$ cat config.mk
export PLATFORM = sky130hd
export DESIGN_NAME = led_seq_engine_flat
export DESIGN_NICKNAME = d
export VERILOG_FILES = /design/src/rtl/led_seq_pkg.sv /design/src/rtl/led_seq_engine_if.sv /design/src/rtl/led_pat_gen.sv /design/src/rtl/led_seq_engine.sv /design/src/flat_wrapper.sv
export SDC_FILE = /design/constraint.sdc
export NUM_CORES = 1
export LEC_CHECK = 0
export CORE_MARGIN = 2
export CORE_UTILIZATION = 50
export CTS_BUF_LIST = sky130_fd_sc_hd__clkbuf_4
export CTS_CLUSTER_SIZE = 10
export DETAILED_ROUTE_END_ITERATION = 12
export GPL_ROUTABILITY_DRIVEN = 0
export PLACE_DENSITY = 0.89
export RECOVER_POWER = 25
export SLEW_MARGIN = 20
export SYNTH_ARGS = -nofsm -noshare
export SYNTH_HDL_FRONTEND = slang
export SYNTH_HIERARCHICAL = 1
export SYNTH_SLANG_ARGS = --single-unit
$ cat constraint.sdc
create_clock -name PULSE -period 2.7 [get_ports PULSE]
set_clock_uncertainty 0.05 [all_clocks]
set_input_delay 0.81 -clock PULSE [delete_from_list [all_inputs] [get_ports PULSE]]
set_output_delay 0.81 -clock PULSE [all_outputs]
set_load 0.02 [all_outputs]
$ cat src/rtl/led_seq_pkg.sv
// Shared encodings and helpers for the LED pattern sequencer.
// Pattern indices, mode encodings and enabled-pattern search functions.
package led_seq_pkg;

    typedef enum logic [1:0] {
        MODE_OFF    = 2'd0,
        MODE_AUTO   = 2'd1,
        MODE_HOLD   = 2'd2,
        MODE_MANUAL = 2'd3
    } mode_e;

    localparam int NUM_PAT = 6;

    localparam logic [2:0] P_WALKL = 3'd0;
    localparam logic [2:0] P_WALKR = 3'd1;
    localparam logic [2:0] P_FILLU = 3'd2;
    localparam logic [2:0] P_FILLD = 3'd3;
    localparam logic [2:0] P_BLINK = 3'd4;
    localparam logic [2:0] P_CONV  = 3'd5;

    // Width of the step index: enough for the longest pattern.
    function automatic int step_width(input int led_w, input int blinks);
        int longest;
        longest = (led_w > 2 * blinks) ? led_w : 2 * blinks;
        return $clog2(longest);
    endfunction

    function automatic logic [2:0] lowest_enabled(input logic [NUM_PAT-1:0] en);
        logic [2:0] res;
        res = 3'd0;
        for (int i = NUM_PAT - 1; i >= 0; i--) begin
            if (en[i]) res = 3'(i);
        end
        return res;
    endfunction

    // Ascending circular search; falls back to the lowest enabled index
    // (which may be cur itself when it is the only one enabled).
    function automatic logic [2:0] next_enabled(input logic [2:0] cur,
                                                input logic [NUM_PAT-1:0] en);
        logic [NUM_PAT-1:0] above;
        above = '0;
        for (int i = 0; i < NUM_PAT; i++) begin
            if (i > int'(cur)) above[i] = en[i];
        end
        return (|above) ? lowest_enabled(above) : lowest_enabled(en);
    endfunction

endpackage

$ cat src/rtl/led_seq_engine_if.sv
// Control/status bundle between the LED sequencer and its host logic.
// The host drives mode, enable mask and step; the sequencer returns LED state.
interface led_seq_engine_if #(
    parameter int LED_W  = 18,
    parameter int BLINKS = 3,
    parameter int SW     = led_seq_pkg::step_width(LED_W, BLINKS)
);
    logic [1:0]       MODE;
    logic [5:0]       PAT_EN;
    logic             STEP;
    logic [LED_W-1:0] LED;
    logic [2:0]       PAT_IDX;
    logic [SW-1:0]    STEP_IDX;
    logic             ACTIVE;
    logic             PAT_DONE;
    logic             WRAP;

    modport master (
        output MODE, PAT_EN, STEP,
        input  LED, PAT_IDX, STEP_IDX, ACTIVE, PAT_DONE, WRAP
    );

    modport slave (
        input  MODE, PAT_EN, STEP,
        output LED, PAT_IDX, STEP_IDX, ACTIVE, PAT_DONE, WRAP
    );
endinterface

$ cat src/rtl/led_pat_gen.sv
// Combinational pattern table: (pattern, step) -> LED bar image and a
// flag marking the final step of that pattern.
module led_pat_gen
    import led_seq_pkg::*;
#(
    parameter int LED_W  = 18,
    parameter int BLINKS = 3,
    parameter int SW     = step_width(LED_W, BLINKS)
) (
    input  logic [2:0]       pat,
    input  logic [SW-1:0]    step,
    output logic [LED_W-1:0] led,
    output logic             last_step
);
    localparam int LEN_BAR   = LED_W;
    localparam int LEN_BLINK = 2 * BLINKS;
    localparam int LEN_CONV  = (LED_W + 1) / 2;

    logic [LED_W-1:0] walkl;
    logic [LED_W-1:0] walkr;
    logic [LED_W-1:0] fillu;
    logic [LED_W-1:0] filld;
    logic [LED_W-1:0] conv;

    // Each bit decides for itself whether it is lit, avoiding wide shifters.
    genvar gi;
    generate
        for (gi = 0; gi < LED_W; gi++) begin : g_bit
            assign walkl[gi] = (int'(step) == gi);
            assign walkr[gi] = (int'(step) == LED_W - 1 - gi);
            assign fillu[gi] = (int'(step) >= gi);
            assign filld[gi] = (int'(step) >= LED_W - 1 - gi);
            assign conv[gi]  = (int'(step) == gi) || (int'(step) == LED_W - 1 - gi);
        end
    endgenerate

    always_comb begin
        led       = '0;
        last_step = 1'b1;
        case (pat)
            P_WALKL: begin led = walkl; last_step = (int'(step) == LEN_BAR - 1);   end
            P_WALKR: begin led = walkr; last_step = (int'(step) == LEN_BAR - 1);   end
            P_FILLU: begin led = fillu; last_step = (int'(step) == LEN_BAR - 1);   end
            P_FILLD: begin led = filld; last_step = (int'(step) == LEN_BAR - 1);   end
            P_BLINK: begin
                led       = {LED_W{~step[0]}};
                last_step = (int'(step) == LEN_BLINK - 1);
            end
            P_CONV:  begin led = conv;  last_step = (int'(step) == LEN_CONV - 1);  end
            default: begin led = '0;    last_step = 1'b1;                          end
        endcase
    end
endmodule

$ cat src/rtl/led_seq_engine.sv
// LED pattern sequencer: dwell timing, step/pattern advance, enable-mask
// search and single-cycle boundary pulses, driving an LED_W-bit bar.
module led_seq_engine
    import led_seq_pkg::*;
#(
    parameter int LED_W  = 18,
    parameter int DWELL  = 1,
    parameter int BLINKS = 3
) (
    input logic               PULSE,
    input logic               RESET_N,
    led_seq_engine_if.slave   bus
);
    localparam int SW = step_width(LED_W, BLINKS);
    localparam int DW = (DWELL > 1) ? $clog2(DWELL) : 1;

    logic          active_reg, active_next;
    logic [2:0]    pat_reg, pat_next;
    logic [SW-1:0] step_reg, step_next;
    logic [DW-1:0] dwell_reg, dwell_next;
    logic          done_reg, done_next;
    logic          wrap_reg, wrap_next;
    mode_e         mode_prev_reg, mode_prev_next;

    mode_e            mode_in;
    logic             go_idle;
    logic             advance;
    logic [2:0]       pat_following;
    logic [LED_W-1:0] gen_led;
    logic             last_step;

    led_pat_gen #(.LED_W(LED_W), .BLINKS(BLINKS), .SW(SW)) u_pat_gen (
        .pat       (pat_reg),
        .step      (step_reg),
        .led       (gen_led),
        .last_step (last_step)
    );

    always_ff @(posedge PULSE or negedge RESET_N) begin
        if (!RESET_N) begin
            active_reg    <= 1'b0;
            pat_reg       <= 3'd0;
            step_reg      <= '0;
            dwell_reg     <= '0;
            done_reg      <= 1'b0;
            wrap_reg      <= 1'b0;
            mode_prev_reg <= MODE_OFF;
        end else begin
            active_reg    <= active_next;
            pat_reg       <= pat_next;
            step_reg      <= step_next;
            dwell_reg     <= dwell_next;
            done_reg      <= done_next;
            wrap_reg      <= wrap_next;
            mode_prev_reg <= mode_prev_next;
        end
    end

    always_comb begin
        active_next    = active_reg;
        pat_next       = pat_reg;
        step_next      = step_reg;
        dwell_next     = dwell_reg;
        done_next      = 1'b0;
        wrap_next      = 1'b0;
        mode_in        = mode_e'(bus.MODE);
        mode_prev_next = mode_in;
        advance        = 1'b0;
        pat_following  = next_enabled(pat_reg, bus.PAT_EN);
        // An empty mask only stops a running sequence at its next boundary.
        go_idle        = (mode_in == MODE_OFF) || (!active_reg && bus.PAT_EN == '0);

        if (go_idle) begin
            active_next = 1'b0;
            step_next   = '0;
            dwell_next  = '0;
            pat_next    = lowest_enabled(bus.PAT_EN);
        end else if (!active_reg) begin
            active_next = 1'b1;
            step_next   = '0;
            dwell_next  = '0;
            pat_next    = lowest_enabled(bus.PAT_EN);
        end else if (mode_in != mode_prev_reg) begin
            dwell_next = '0;
        end else begin
            if (mode_in == MODE_MANUAL) begin
                dwell_next = '0;
                advance    = bus.STEP;
            end else if (dwell_reg == DW'(DWELL - 1)) begin
                dwell_next = '0;
                advance    = 1'b1;
            end else begin
                dwell_next = dwell_reg + 1'b1;
            end

            if (advance) begin
                if (!last_step) begin
                    step_next = step_reg + 1'b1;
                end else if (bus.PAT_EN == '0) begin
                    active_next = 1'b0;
                    step_next   = '0;
                    dwell_next  = '0;
                    pat_next    = P_WALKL;
                end else begin
                    step_next = '0;
                    done_next = 1'b1;
                    if (mode_in != MODE_HOLD) begin
                        pat_next  = pat_following;
                        wrap_next = (pat_following <= pat_reg);
                    end
                end
            end
        end
    end

    assign bus.LED      = active_reg ? gen_led : '0;
    assign bus.PAT_IDX  = pat_reg;
    assign bus.STEP_IDX = step_reg;
    assign bus.ACTIVE   = active_reg;
    assign bus.PAT_DONE = done_reg;
    assign bus.WRAP     = wrap_reg;
endmodule

$ cat src/flat_wrapper.sv
// flat-port wrapper written by rule: the top's interface ports become plain ports
module led_seq_engine_flat import led_seq_pkg::*;
#(
    parameter int LED_W  = 18,
    parameter int DWELL  = 1,
    parameter int BLINKS = 3
)
  (PULSE, RESET_N, bus_MODE, bus_PAT_EN, bus_STEP, bus_LED, bus_PAT_IDX, bus_STEP_IDX, bus_ACTIVE, bus_PAT_DONE, bus_WRAP);
  led_seq_engine_if #(.LED_W(LED_W), .BLINKS(BLINKS)) bus_i ();
  input logic PULSE;
  input logic RESET_N;
  input wire logic [$bits(bus_i.MODE)-1:0] bus_MODE;
  input wire logic [$bits(bus_i.PAT_EN)-1:0] bus_PAT_EN;
  input wire logic [$bits(bus_i.STEP)-1:0] bus_STEP;
  output wire logic [$bits(bus_i.LED)-1:0] bus_LED;
  output wire logic [$bits(bus_i.PAT_IDX)-1:0] bus_PAT_IDX;
  output wire logic [$bits(bus_i.STEP_IDX)-1:0] bus_STEP_IDX;
  output wire logic [$bits(bus_i.ACTIVE)-1:0] bus_ACTIVE;
  output wire logic [$bits(bus_i.PAT_DONE)-1:0] bus_PAT_DONE;
  output wire logic [$bits(bus_i.WRAP)-1:0] bus_WRAP;
  assign bus_i.MODE = bus_MODE;
  assign bus_i.PAT_EN = bus_PAT_EN;
  assign bus_i.STEP = bus_STEP;
  assign bus_LED = bus_i.LED;
  assign bus_PAT_IDX = bus_i.PAT_IDX;
  assign bus_STEP_IDX = bus_i.STEP_IDX;
  assign bus_ACTIVE = bus_i.ACTIVE;
  assign bus_PAT_DONE = bus_i.PAT_DONE;
  assign bus_WRAP = bus_i.WRAP;
  led_seq_engine #(.LED_W(LED_W), .DWELL(DWELL), .BLINKS(BLINKS)) u_core (.PULSE(PULSE), .RESET_N(RESET_N), .bus(bus_i));
endmodule
==> reports/qor.txt <==
outcome: finished with violations
failing checks: setup timing
CTS max path bufs: 2
DIE AREA: 5126 um2
Antenna Nets Post-Route: 0
final hold vios: 0
Critical Path RT: 1840 ps
Mapped Cells: 327
measured slew at the worst slew-check pin: 589.6 ps
fin nets: 485
Post-synth EDFFs: 0
Initial Util: 52.11%
Total GRT Usage: 37.02%
IO buf count: 39
initial antenna violation count: 0
synthesis-stage register bit count: 13
I/O Pins: 40
Root Driver: clkbuf_4
first-pass GRT wire length: 15280 um
max FFs per register: 5
routed wl met2: 5867 um
Slew Limit Fails: 0
final wirelength: 12940 um
hold slack: 742.2 ps
vias: 3837
drc violations: 0
critical-path cell list: buf_4 -> buf_4 -> nor2_1 -> nand3_1 -> o21ai_0 -> a221o_1 -> and2_4 -> buf_6
antenna fix cells: 0
RSZ-0062 raised after global routing: true
Critical-path top delay cell: dfrtp_2
max incr delay on CP: 460 ps
crit path kind: flop to output pin
CTS tree: done
Setup WS post-layout: -350.8 ps
final setup fails: 20
vias in the first global route: 3214
WL met1: 4207 um
fmax: 327.8 MHz
area grow syn2layout: 78.70%
chip width: 71.60 um
post-route total power: 5509 uW
via/cell ratio: 7.365
Critical Path Source Type: flop
Cell Area, Synth: 2285 um2
CTS Sinks: 13
Worst path most repeated cell: buf_4
initial DRC count: 750
CP max FO: 9
Buf+Inv Stages, Crit Path: 3
Min-Delay Path Class: flop to flop
met3 wire length: 1564 um
clock buffer count from CTS: 3
largest delay contributor family on the critical path: compound AO/OA/AOI/OAI gates
min cycle time layout: 3051 ps
clock-pin slew on the worst setup and hold paths: 80 ps
syn avg cell area: 6.987 um2
Post-synth ARST share: 100.0%
worst path arrival time: 2190 ps
Power Density: 1349 nW/um2
slew margin rel.: 60.56%
Most used DFF post-synth: dfrtp_1
Crit. End Element: output pin
share of cells above drive strength 1: 51.81%
DR top layer: met4
part of the cycle the worst path needs: 113.0%
num rows: 24
Leak: 0.001843 uW
DRT Pass-1 Iters: 6
Core Area: 4384 um2
VDD IR max: 0.7888 mV
sequential share of the synthesized area: 14.24%
synthesis warning total: 6
library cells used by synthesis: 79
DR WL/cell: 24.84 um
max-cap violations: 0
H-tree level count: 1
Placement Setup Slack: -421.6 ps
Worst-Skew Late Latency: 280 ps
post-synthesis net count: 342
die height: 71.60 um
total gr overflow: 0
Final HPWL DP: 6153 um
largest net degree at the start of global routing: 16
## per-stage QoR
step | area (um2) | TNS [ps] | utilization [%] | cells
after CTS | 3675 | -2798 | 83.82 | 509
after floorplan | 2292 | -85.17 | - | 327
after global placement | 3417 | -6094 | 77.94 | 492
after global routing | 4083 | -5869 | 93.12 | 521
final | 4083 | -4683 | 93.12 | 521
after detailed placement | 3417 | -6903 | 77.94 | 492
## area by class of cell
class                      count  area [um2]
clock buffer                   4       30.03
fill                         151       301.5
inverter                       8       31.28
multi-input combinational    275        2133
sequential                    13       334.1
tap                           52       65.06
timing repair buffer         169        1489
## synth_stat cells, drive strengths merged, types with 2 or more instances
cell	count	area [um2]
o21ai	31	166.4
ha	4	50.05
a31oi	2	12.51
a211oi	5	55.05
clkbuf	20	75.07
a21o	4	30.03
o221ai	3	26.28
nor4b	3	32.53
nand2	15	56.30
a31o	2	17.52
xor2	2	17.52
and3	4	25.02
mux2i	5	50.05
inv	7	26.28
or3b	4	35.03
a22o	3	26.28
a21boi	2	15.01
and2	22	137.6
nor2b	12	75.07
nand2b	8	50.05
nand3b	4	30.03
or4	2	18.77
o31ai	4	35.03
or2	7	46.30
nand4	5	31.28
a21oi	26	130.1
or3	5	36.28
o22ai	4	25.02
a211o	2	17.52
nand3	10	50.05
or4b	2	20.02
nor3	12	71.32
nor2	29	108.9
buf	11	67.57
mux2	3	37.53
o21a	5	37.54
dfrtp	13	325.3
## routing by layer
layer / up-vias / global-route usage, %
li1: 1493 / -
met1: 1728 / 41.92
met2: 451 / 65.64
met3: 165 / 4.360
met4: 0 / 23.27
met5: - / 0
## tightest hold or removal path: cells and delay by family, from the launching register on
family	cells	cell delay (ps)
buf+inv	1	170
compound gates	1	150
flops	1	430
## cells in the final DEF (no fill, tap or decap), types with 6 or more instances in the layout
cell type,instances
clkdlybuf4s50_1,14
nor2_1,27
dfrtp_2,7
nand3_1,8
buf_4,108
nand2_1,14
nor2b_1,8
a21oi_2,7
inv_1,6
and2_1,14
buf_6,35
dfrtp_1,6
a21oi_1,18
and2_4,8
nand2b_1,6
o21ai_0,11
o21ai_1,16
## report_power, final
part	internal, uW	total (uW)	switching [uW]
registers	252	361	109
clock network	67.2	134	66.8
logic	2460	5010	2560
total	2780	5510	2730
## final timing paths
kind / start / to / slack, ps / depth (start not counted)
worst max register to register: u_core/bus.STEP_IDX[1] / u_core/bus.PAT_IDX[0] / -170 / 12
worst max-delay path: u_core/bus.STEP_IDX[4] / bus_LED[5] / -350 / 8
max in group asynchronous: RESET_N / u_core/bus.STEP_IDX[2] / 1250 / 1
worst min-delay path: u_core/bus.STEP_IDX[3] / u_core/bus.STEP_IDX[3] / 740 / 2
min in group asynchronous: RESET_N / u_core/bus.PAT_DONE / 920 / 1
worst min register to register: u_core/bus.STEP_IDX[3] / u_core/bus.STEP_IDX[3] / 740 / 2
## logic make-up (layout without fill, tap and decap cells)
| kind of cell | after synthesis | count (layout) | synth area share, % |
|---|---|---|---|
| DFF | 13 | 13 | 14.24 |
| AOI/OAI and AO/OA | 110 | 110 | 32.64 |
| adders and majority gates | 5 | 5 | 2.629 |
| muxes | 8 | 8 | 3.833 |
| buffers and inverters | 39 | 181 | 7.558 |
| xor gates and xnor gates | 3 | 3 | 1.150 |
| and+or+nand+nor | 149 | 149 | 37.95 |
## what timing repair did
item | in CTS | in global routing
setup buffers | 13 | 12
hold buffers | 0 | 0
hold endpoints to repair | 0 | 0
resized for setup | 135 | 102
endpoints found under the setup margin | 20 | 20
pin swaps | 14 | 35
Power figures use the tool's default switching activity.
